===== src/rtl/ycbcr_to_rgb_pipe.sv =====
// Studio-range YCbCr to full-range RGB converter: three-stage pipeline with BT.601/BT.709 matrix select.
// Optional clamp counter on sat_cnt_o is built only when YCBCR_TO_RGB_SAT_CNT_EN is defined.
module ycbcr_to_rgb_pipe #(
    parameter int DATA_W = 8,
    parameter int FRAC_W = 10
) (
    input  logic              clk,
    input  logic              rst,
    input  logic              valid_i,
    output logic              ready_o,
    input  logic [DATA_W-1:0] y_data_i,
    input  logic [DATA_W-1:0] cb_data_i,
    input  logic [DATA_W-1:0] cr_data_i,
    input  logic              mode_i,
    output logic              valid_o,
    input  logic              ready_i,
    output logic [DATA_W-1:0] r_data_o,
    output logic [DATA_W-1:0] g_data_o,
    output logic [DATA_W-1:0] b_data_o,
    output logic [15:0]       sat_cnt_o
);

    localparam int YW = DATA_W + 1;   // signed offset-removed sample
    localparam int CW = FRAC_W + 3;   // unsigned 2.FRAC_W coefficient plus sign bit
    localparam int PW = YW + CW;      // full product width
    localparam int SW = PW + 2;       // sum of three products plus rounding constant

    // Coefficients are tabulated at 10 fraction bits and rescaled for other FRAC_W.
    function automatic logic signed [CW-1:0] coef(input int c10);
        int v;
        if (FRAC_W >= 10) begin
            v = c10 <<< (FRAC_W - 10);
        end else begin
            v = (c10 + (1 <<< (9 - FRAC_W))) >>> (10 - FRAC_W);
        end
        return CW'(v);
    endfunction

    localparam logic signed [CW-1:0] KY     = coef(1192);
    localparam logic signed [CW-1:0] KR_601 = coef(1634);
    localparam logic signed [CW-1:0] KGB_601 = coef(401);
    localparam logic signed [CW-1:0] KGR_601 = coef(833);
    localparam logic signed [CW-1:0] KB_601 = coef(2065);
    localparam logic signed [CW-1:0] KR_709 = coef(1836);
    localparam logic signed [CW-1:0] KGB_709 = coef(218);
    localparam logic signed [CW-1:0] KGR_709 = coef(546);
    localparam logic signed [CW-1:0] KB_709 = coef(2163);

    localparam logic signed [YW-1:0] OFF_Y = YW'(16 << (DATA_W - 8));
    localparam logic signed [YW-1:0] OFF_C = YW'(128 << (DATA_W - 8));
    localparam logic signed [SW-1:0] RND   = SW'(2 ** (FRAC_W - 1));
    localparam logic signed [SW-1:0] MAXV  = SW'((2 ** DATA_W) - 1);

    function automatic logic [DATA_W-1:0] clamp(input logic signed [SW-1:0] v);
        if (v[SW-1]) begin
            return '0;
        end else if (v > MAXV) begin
            return '1;
        end
        return v[DATA_W-1:0];
    endfunction

    logic adv;

    // Stage 1: offset removal and mode capture
    logic                 v1_d, v1_q;
    logic                 mode1_d, mode1_q;
    logic signed [YW-1:0] y1_d, y1_q;
    logic signed [YW-1:0] cb1_d, cb1_q;
    logic signed [YW-1:0] cr1_d, cr1_q;

    // Stage 2: products
    logic                 v2_d, v2_q;
    logic signed [PW-1:0] p_yy_d, p_yy_q;
    logic signed [PW-1:0] p_rcr_d, p_rcr_q;
    logic signed [PW-1:0] p_gcb_d, p_gcb_q;
    logic signed [PW-1:0] p_gcr_d, p_gcr_q;
    logic signed [PW-1:0] p_bcb_d, p_bcb_q;
    logic signed [CW-1:0] kr_sel, kgb_sel, kgr_sel, kb_sel;

    // Stage 3: sum, round, clamp
    logic                 vo_d, vo_q;
    logic [DATA_W-1:0]    r_d, r_q;
    logic [DATA_W-1:0]    g_d, g_q;
    logic [DATA_W-1:0]    b_d, b_q;
    logic signed [SW-1:0] r_sum, g_sum, b_sum;
    logic signed [SW-1:0] r_sh, g_sh, b_sh;

    // Whole pipeline moves in lockstep; it only stalls when the output slot is full and blocked.
    assign adv     = ~vo_q | ready_i;
    assign ready_o = adv;

    always_comb begin
        v1_d    = v1_q;
        mode1_d = mode1_q;
        y1_d    = y1_q;
        cb1_d   = cb1_q;
        cr1_d   = cr1_q;
        if (adv) begin
            v1_d    = valid_i;
            mode1_d = mode_i;
            y1_d    = $signed({1'b0, y_data_i}) - OFF_Y;
            cb1_d   = $signed({1'b0, cb_data_i}) - OFF_C;
            cr1_d   = $signed({1'b0, cr_data_i}) - OFF_C;
        end
    end

    always_comb begin
        kr_sel  = mode1_q ? KR_709  : KR_601;
        kgb_sel = mode1_q ? KGB_709 : KGB_601;
        kgr_sel = mode1_q ? KGR_709 : KGR_601;
        kb_sel  = mode1_q ? KB_709  : KB_601;
    end

    always_comb begin
        v2_d    = v2_q;
        p_yy_d  = p_yy_q;
        p_rcr_d = p_rcr_q;
        p_gcb_d = p_gcb_q;
        p_gcr_d = p_gcr_q;
        p_bcb_d = p_bcb_q;
        if (adv) begin
            v2_d    = v1_q;
            p_yy_d  = PW'(y1_q)  * PW'(KY);
            p_rcr_d = PW'(cr1_q) * PW'(kr_sel);
            p_gcb_d = PW'(cb1_q) * PW'(kgb_sel);
            p_gcr_d = PW'(cr1_q) * PW'(kgr_sel);
            p_bcb_d = PW'(cb1_q) * PW'(kb_sel);
        end
    end

    always_comb begin
        r_sum = SW'(p_yy_q) + SW'(p_rcr_q) + RND;
        g_sum = SW'(p_yy_q) - SW'(p_gcb_q) - SW'(p_gcr_q) + RND;
        b_sum = SW'(p_yy_q) + SW'(p_bcb_q) + RND;
        r_sh  = r_sum >>> FRAC_W;
        g_sh  = g_sum >>> FRAC_W;
        b_sh  = b_sum >>> FRAC_W;
    end

    always_comb begin
        vo_d = vo_q;
        r_d  = r_q;
        g_d  = g_q;
        b_d  = b_q;
        if (adv) begin
            vo_d = v2_q;
            r_d  = clamp(r_sh);
            g_d  = clamp(g_sh);
            b_d  = clamp(b_sh);
        end
    end

    always_ff @(posedge clk or posedge rst) begin
        if (rst) begin
            v1_q    <= 1'b0;
            mode1_q <= 1'b0;
            y1_q    <= '0;
            cb1_q   <= '0;
            cr1_q   <= '0;
            v2_q    <= 1'b0;
            p_yy_q  <= '0;
            p_rcr_q <= '0;
            p_gcb_q <= '0;
            p_gcr_q <= '0;
            p_bcb_q <= '0;
            vo_q    <= 1'b0;
            r_q     <= '0;
            g_q     <= '0;
            b_q     <= '0;
        end else begin
            v1_q    <= v1_d;
            mode1_q <= mode1_d;
            y1_q    <= y1_d;
            cb1_q   <= cb1_d;
            cr1_q   <= cr1_d;
            v2_q    <= v2_d;
            p_yy_q  <= p_yy_d;
            p_rcr_q <= p_rcr_d;
            p_gcb_q <= p_gcb_d;
            p_gcr_q <= p_gcr_d;
            p_bcb_q <= p_bcb_d;
            vo_q    <= vo_d;
            r_q     <= r_d;
            g_q     <= g_d;
            b_q     <= b_d;
        end
    end

    assign valid_o  = vo_q;
    assign r_data_o = r_q;
    assign g_data_o = g_q;
    assign b_data_o = b_q;

`ifdef YCBCR_TO_RGB_SAT_CNT_EN
    function automatic logic clipped(input logic signed [SW-1:0] v);
        return v[SW-1] | (v > MAXV);
    endfunction

    logic        sat_d, sat_q;
    logic [15:0] sat_cnt_d, sat_cnt_q;

    // The clamp flag rides with the output pixel; counting happens on transfer, saturating at all-ones.
    always_comb begin
        sat_d     = sat_q;
        sat_cnt_d = sat_cnt_q;
        if (adv) begin
            sat_d = clipped(r_sh) | clipped(g_sh) | clipped(b_sh);
        end
        if (vo_q && ready_i && sat_q && (sat_cnt_q != 16'hFFFF)) begin
            sat_cnt_d = sat_cnt_q + 16'd1;
        end
    end

    always_ff @(posedge clk or posedge rst) begin
        if (rst) begin
            sat_q     <= 1'b0;
            sat_cnt_q <= '0;
        end else begin
            sat_q     <= sat_d;
            sat_cnt_q <= sat_cnt_d;
        end
    end

    assign sat_cnt_o = sat_cnt_q;
`else
    assign sat_cnt_o = '0;
`endif

endmodule


===== config.mk =====
export PLATFORM = sky130hd
export DESIGN_NAME = ycbcr_to_rgb_pipe
export DESIGN_NICKNAME = d
export VERILOG_FILES = /design/src/rtl/ycbcr_to_rgb_pipe.sv
export SDC_FILE = /design/constraint.sdc
export NUM_CORES = 1
export LEC_CHECK = 0
export ABC_AREA = 1
export BUFFER_PORTS_ARGS = -buffer_cell sky130_fd_sc_hd__buf_2
export CORE_ASPECT_RATIO = 0.9
export CORE_MARGIN = 8
export CORE_UTILIZATION = 50
export CTS_CLUSTER_SIZE = 12
export DETAILED_ROUTE_END_ITERATION = 7
export PLACE_DENSITY = 0.79
export SYNTH_ARGS = -nofsm -noshare
export SYNTH_HDL_FRONTEND = slang
export SYNTH_SLANG_ARGS = --single-unit
export TNS_END_PERCENT = 30

===== constraint.sdc =====
create_clock -name clk -period 4.5 [get_ports clk]
set_input_delay 0.45 -clock clk [delete_from_list [all_inputs] [get_ports clk]]
set_output_delay 0.45 -clock clk [all_outputs]
set_load 0.01 [all_outputs]

==> results list, run 1 <==
* Worst setup path category: reg -> reg
- Maximum clock frequency: 214 MHz
- H-tree levels: 4
- In this run the cell area measured after placement is 0.0222 mm².
- Overall die width: 228 µm
* Capture point of the worst reg-to-reg path: p_gcr_q[12]
- HPWL after detailed placement: 44.0 mm
- Cells after synthesis: 2,636
* Clk pin slew, worst setup/hold paths: 0.07 ns
- Yosys top cell area share: 25.8%
- Once detail routing completed, the nets flagged for antenna violations numbered 0.
* Largest cells by area after synthesis: ha_1 (26%), dfrtp_1 (18%), fa_1 (13%), nand2_1 (12%), inv_1 (9.6%)
* Synth Cell Area: 0.0203 mm²
- Worst clock skew on the final layout: 0.0138 ns
* Number of synthesized flops with an enable pin: 0
- Setup slack on the worst reg-to-reg path comes out at -0.16 ns.
- In the routed layout, each cell is associated on average with a via count of 5.27.
- Sorting the synthesized cells by how often they occur yields nand2_1 (645), inv_1 (519), ha_1 (419), dfrtp_1 (147), o21ai_0 (138).
- After synthesis, the share of flip-flops with an asynchronous set or reset is 100%.
- Summed over all failing endpoints, the final setup total negative slack is -1.27 ns.
- Setup repair after global routing could not meet its margin everywhere.
- Final design instance area without fill: 0.0243 mm²
- Worst R2R Path Depth: 20
* Status: finished with violations
* Core box area: 0.0404 mm²
- The first global-routing pass estimated 89.8 mm of wire.
- Post-route DRC violation count: 0
- Clk sinks: 147
- Number of inserted diodes: 0
- The worst pin sits at a relative slew slack of 35.3%.
- The via count of the first global-routing pass came to 17,600.
* Yosys cell types: 54
- For this run, the leading register cell type out of synthesis is dfrtp_1.
- Clock tree from TritonCTS: yes
- Overall routed net length: 58.1 mm
- Subtracting the final worst setup slack from the clock period gives 4.66 ns.
* Num CTS Buffers: 17
- Routability-driven placement finished with a final weighted congestion of 0.933.
- Total Die Area: 0.0473 mm²
* Remaining global-route overflow: 0
* Net total in the final layout: 3,436
* Max-capacitance violation count: 0
- Across all setup checks in the final design, the least slack found is -0.164 ns.
- The routed layout has 18,000 vias.
- DRT iter0 DRCs: 1,468
- Fraction of layout cells with a size suffix above 1: 18.3%
- Initial antenna violation count: 0
* Number of detailed-route iterations in the first pass: 5
* Final Slew Violations: 0
* Worst hold path class: in -> reg
- Element type at the critical path end: register
* Final cycle utilization of the critical path: 104%
* Synthesis-stage register bit count: 147
- The final hold violation count came to 0.
- Setup violations remaining at the end of the flow were counted as 19.
* Post-synthesis area per instance: 7.70 µm²
* Cell with the most instances after synthesis: nand2_1
* Element type at the critical path start: register
- The final reports fail on setup timing.
- The startpoint identified for the worst register-to-register timing path is mode1_q.
- CTS max path bufs: 2
- CTS placed an instance of clkbuf_16 at the clock tree root.
- Average wire per standard cell: 17.1 µm
- Tracing the worst setup path back leads to its startpoint at mode1_q.
* Largest area contributor in the netlist: ha_1
- In this run the tool buffered the top-level ports with 54 buffer cells.
- Once the floorplan was initialized, standard cells occupied 50.3% of the core.
- At the worst endpoint, the required time is 4.88 ns.
- Data arrival time of the critical path: 5.04 ns
- Along the worst path, the maximum fanout reaches 7.
* Vertical die dimension: 207 µm
- The initialized floorplan defines 70 standard-cell rows.
* Share of synthesized area occupied by flip-flops and latches: 18.1%
- For this run, the total global-route usage over all layers was measured as 23.2%.
* Capture point of the critical path: p_gcr_q[12]
* # IOs: 71
- Clock latency on the worst-skew pair: 0.46 ns
- Least-Margin Pin Slew: 0.970 ns
* Largest net degree at the start of global routing: 140
* Number of warnings issued by yosys: 0
- The area growth from synthesis to layout is 19.7%.
routing by layer:
metal	vias up	GRT usage (%)	wire length, µm
met5	-	0	0
met4	0	7.14	1890
met3	134	4.66	3930
met2	595	36.5	26700
met1	8497	31.8	25700
li1	8752	-	-
area by class of cell:
cell class              instances  area (µm²)
flip-flops and latches        147        3680
inverters                     528        2000
multi-input cells            1941       15700
repair buffers                221        1680
clock inverters                10         128
fillers                      3274       16100
clock buffers                  22         444
well taps                     540         676
cells by family (layout without fill, tap and decap cells):
group                      Yosys count  count (layout)  synth area share, %
other                                2              38               0.0370
and+or+nand+nor                    988             988                 20.8
AOI/OAI and AO/OA                  306             306                 8.39
adders and majority gates          551             551                 38.9
xor gates and xnor gates            58              58                 2.50
DFF                                147             147                 18.1
buffers and inverters              584             781                 11.3
worst min path at each step:
| stage | startpoint | endpoint | slack [ns] | cells past startpoint |
|---|---|---|---|---|
| 5_1_grt | cb_data_i[2] | cb1_q[2] | 0.19 | 3 |
| 3_5_place_dp | rst | g_data_o[3] | 0.39 | 2 |
| 3_3_place_gp | rst | g_data_o[7] | 0.39 | 2 |
| 2_1_floorplan | v2_q | valid_o | 0.44 | 1 |
| 6_report | cr_data_i[3] | cr1_q[3] | 0.19 | 3 |
| 4_1_cts | cr_data_i[3] | cr1_q[3] | 0.18 | 3 |
through the flow:
stage | utilization [%] | cells | setup slack [ns] | hold WS [ns]
2_1_floorplan | - | 2672 | -0.0113 | 0.440
3_3_place_gp | 55.0 | 3351 | -0.0842 | 0.392
3_5_place_dp | 55.0 | 3351 | -0.171 | 0.394
4_1_cts | 57.6 | 3394 | -0.0747 | 0.179
5_1_grt | 60.2 | 3409 | -0.316 | 0.189
6_report | 60.2 | 3409 | -0.164 | 0.188
registers in the layout (all words and copies together), names as in the netlist:
register  count
p_rcr_q      20
p_bcb_q      19
p_gcb_q      19
p_gcr_q      18
p_yy_q       18
y1_q          9
b_data_o      8
cb1_q         8
cr1_q         8
g_data_o      8
r_data_o      8
mode1_q       1
v1_q          1
v2_q          1
valid_o       1
critical path, cell delays in order (launching register included):
cell      delay, ns
dfrtp_2        0.50
buf_12         0.18
buf_16         0.15
nor2_4         0.24
buf_6          0.14
fa_1           0.42
inv_2          0.08
fa_1           0.44
fa_1           0.54
inv_1          0.08
ha_4           0.26
ha_4           0.25
a21oi_1        0.19
o21ai_1        0.13
buf_4          0.16
a21oi_4        0.12
nor2_1         0.07
nor2_1         0.12
o21bai_1       0.09
or2_2          0.28
a31oi_1        0.13
placed cells by master (no fill, tap or decap), types with 54 or more instances in the layout:
cell	n
buf_4	152
fa_1	125
a21oi_1	81
buf_2	54
nor2_1	109
nand2_1	620
nand3_1	86
dfrtp_1	145
o21ai_0	104
inv_1	482
ha_1	366
timing repair:
action	in CTS	in global routing
gates resized for setup	67	198
setup endpoints to repair	27	39
endpoints found under the hold margin	8	0
pin swaps	18	114
buffers inserted	8	12
hold buffers	1	0
cloned	2	3
Power of run 1 is not shown: default switching activity piles up to over one toggle a cycle in this logic, so the estimate is an artifact.
==> run 2, diff against run 1 <==
--- a/config.mk
+++ b/config.mk
@@ -7,12 +7,13 @@
 export LEC_CHECK = 0
 export ABC_AREA = 1
 export BUFFER_PORTS_ARGS = -buffer_cell sky130_fd_sc_hd__buf_2
+export CAP_MARGIN = 15
 export CORE_ASPECT_RATIO = 0.9
 export CORE_MARGIN = 8
-export CORE_UTILIZATION = 50
+export CORE_UTILIZATION = 30
 export CTS_CLUSTER_SIZE = 12
 export DETAILED_ROUTE_END_ITERATION = 7
-export PLACE_DENSITY = 0.79
+export PLACE_DENSITY = 0.56
 export SYNTH_ARGS = -nofsm -noshare
 export SYNTH_HDL_FRONTEND = slang
 export SYNTH_SLANG_ARGS = --single-unit
==> run 2 against run 1 <==
Clock skew increased by 0.00073 ns. The flow still finishes with violations (setup timing). Critical path type unchanged. Via count is 8.1% lower. Core utilization fell by 24 points. Clock-buffer cell count decreased by 5. Sequential share of layout area grew 0.086 points. Sequential cell count stayed put. Non-clock buffer count shrank 1. Wire length shrank 9.2%.
==> results list, run 2 (same netlist as run 1, synthesis figures left out) <==
* Overall die width: 290 µm (+27%)
* Clk pin slew, worst setup/hold paths: 0.08 ns (about the same)
- The share of final-layout standard cells stronger than drive strength 1 is 15.8% (-2.5 points).
* Number of buffer cells added on primary ports: 54 (unchanged)
- The time the final worst path needs with I/O delays and setup came to 4.58 ns (-0.0872 ns).
- Setup Viol. Count Final: 4 (-15)
* Clock tree from TritonCTS: yes
- Num CTS Buffers: 17 (unchanged)
- CTS max path bufs: 2 (unchanged)
- The die span in y is 263 µm (+27%).
* Element type at the critical path start: register
* H-tree levels: 4 (unchanged)
- The worst clock skew on the final layout came to 0.0145 ns (+0.000732 ns).
- Total length of routed met2 wires: 22.5 mm (-16%)
- The detailed-route via count came to 16,500 (-8.1%).
- Final hold violation count: 0 (unchanged)
* Vias in the first global route: 16,300 (-7.6%)
* Failing checks: setup timing
* Number of detailed-route iterations in the first pass: 5 (unchanged)
- Clk sinks: 147 (unchanged)
- Maximum clock frequency: 218 MHz (+1.9%)
* Core box area: 0.0670 mm² (+66%)
* Remaining global-route overflow: 0 (unchanged)
- Largest fanout on the critical path: 11 (+4)
- The total routing resource utilization after global routing was 14.1% (-9.1 points).
- The wire length on met3 came to 1.26 mm (-68%).
- # IOs: 71 (unchanged)
- The number of flip-flops in the largest register is 20 (unchanged).
- In the layout the commonest cells are nand2_1 (634), inv_1 (503), ha_1 (387).
- The residual antenna-violating net count after detailed routing is 0 (unchanged).
- The detailed-routing wirelength on met1 came to 28.1 mm (+9.3%).
- Worst setup path category: reg -> reg
- The worst slew slack as a fraction of its limit is 40.9% (+5.6 points).
- The data arrival time of the critical path was 4.93 ns (-0.11 ns).
- Final Slew Violations: 0 (unchanged)
- Global-route wire length before repair: 87.0 mm (-3.2%)
- Overall routed net length: 52.8 mm (-9.2%)
- The tree is rooted in a clkbuf_16.
* Net total in the final layout: 3,435 (-0.029%)
- Worst path required time: 4.85 ns (-0.03 ns)
- Initial antenna violation count: 0 (unchanged)
* Worst hold path class: in -> async
- Largest net degree at the start of global routing: 115 (-18%)
- Total Die Area: 0.0762 mm² (+61%)
* Register bank with the most flops: p_rcr_q
- The number of DRC violations after detailed routing came to 0 (unchanged).
* Area growth from synthesis to layout: 19.0%
- Max-capacitance violation count: 0 (unchanged)
* Number of cells in the finished layout apart from fillers: 3,742 (+9.8%)
* Number of inserted diodes: 0 (unchanged)
* Highest layer used for signal routing: met4
* Worst Slack Setup Final: -0.0772 ns (+0.0872 ns)
- The first-iteration detailed-routing DRC count is 798 (-46%).
- Status: finished with violations
* Number of standard-cell rows in the floorplan: 90 (+29%)
- The transition at the pin with the smallest max-transition slack came to 0.886 ns (-0.0840 ns).
- The post-detailed-route via-to-cell ratio is 4.41 (-16%).
- The starting density of the core came to 30.3% (-20 points).
- Setup repair after global routing missed its margin: yes
- Element type at the critical path end: register
- The largest registers in the layout are p_rcr_q: 20 flops, p_bcb_q: 19 flops, p_gcb_q: 19 flops.
- The half-perimeter wire length after placement is 44.4 mm (+0.87%).
- The insertion delay to the later sink of the worst-skew pair is 0.48 ns (+0.02 ns).
- Final Wtd Congestion: 0.897 (-3.8%)
- The routed wire length per instance is 14.1 µm (-17%).
- The fraction of the cycle the final worst path needs was 102% (-1.9 points).
- Leaving out fill and tap cells, the most frequent cell in the layout is nand2_1.
- The total instance count after detailed placement is 3,707 (+11%).
-- run 2: what timing repair did --
| item | CTS | global route |
|---|---|---|
| setup endpoints to repair | 33 | 37 |
| buffers inserted | 1 | 1 |
| gates resized for setup | 77 | 72 |
| pin swaps | 9 | 13 |
| hold buffers | 0 | 0 |
| hold endpoints to repair | 0 | 0 |
| cloned | 1 | 0 |
-- run 2: worst paths after layout --
| path | depth (start not counted) | slack (ns) | startpoint | end |
|---|---|---|---|---|
| max | 21 | -0.08 | mode1_q | p_rcr_q[20] |
| min | 2 | 0.13 | rst | g_data_o[7] |
| max reg2reg | 21 | -0.08 | mode1_q | p_rcr_q[20] |
| min reg2reg | 2 | 0.47 | r_data_o[2] | r_data_o[2] |
| max in group asynchronous | 3 | 3.18 | rst | mode1_q |
| min in group clk | 2 | 0.16 | cr_data_i[7] | cr1_q[7] |
-- run 2: per-layer routing --
| metal | up-vias | global-route usage (%) |
|---|---|---|
| li1 | 8768 | - |
| met2 | 201 | 21.7 |
| met3 | 40 | 1.71 |
| met4 | 0 | 4.02 |
| met1 | 7504 | 20.5 |
| met5 | - | 0 |
-- run 2: stage by stage --
stage | worst slack, ns | area [µm²] | hold slack, ns | util (%) | setup TNS [ns]
global placement | -0.217 | 22800 | 0.460 | 34.0 | -2.92
detailed placement | -0.245 | 22800 | 0.462 | 34.0 | -4.25
global route | -0.308 | 24200 | 0.139 | 36.0 | -4.78
floorplan | -0.0113 | 20500 | 0.440 | - | -0.0113
finish | -0.0772 | 24200 | 0.135 | 36.0 | -0.218
CTS | -0.0954 | 23800 | 0.123 | 35.6 | -0.711
-- run 2: layout make-up --
class	instances	area, µm²
Timing Repair Buffer	220	1620
Tap cell	874	1090
Multi-Input combinational cell	1941	15200
Fill cell	6994	42800
Clock buffer	17	425
Sequential cell	147	3680
Inverter	528	1990
Clock inverter	15	146
-- run 2: critical path, cell delays in order (launching register included) --
cell and delay [ns]:
dfrtp_2 0.47, buf_12 0.17, buf_4 0.14, nor2_4 0.15, ha_1 0.25, inv_1 0.08
fa_1 0.44, fa_1 0.53, fa_1 0.54, inv_1 0.06, ha_4 0.24, ha_4 0.25
a21oi_1 0.15, o21ai_1 0.08, nand2_1 0.08, nand3_1 0.07, nand2_1 0.09, nand2_1 0.05
a21o_1 0.16, or2_2 0.27, nand3_1 0.06, o21ai_0 0.08
Power of run 2 is left out for the same reason.
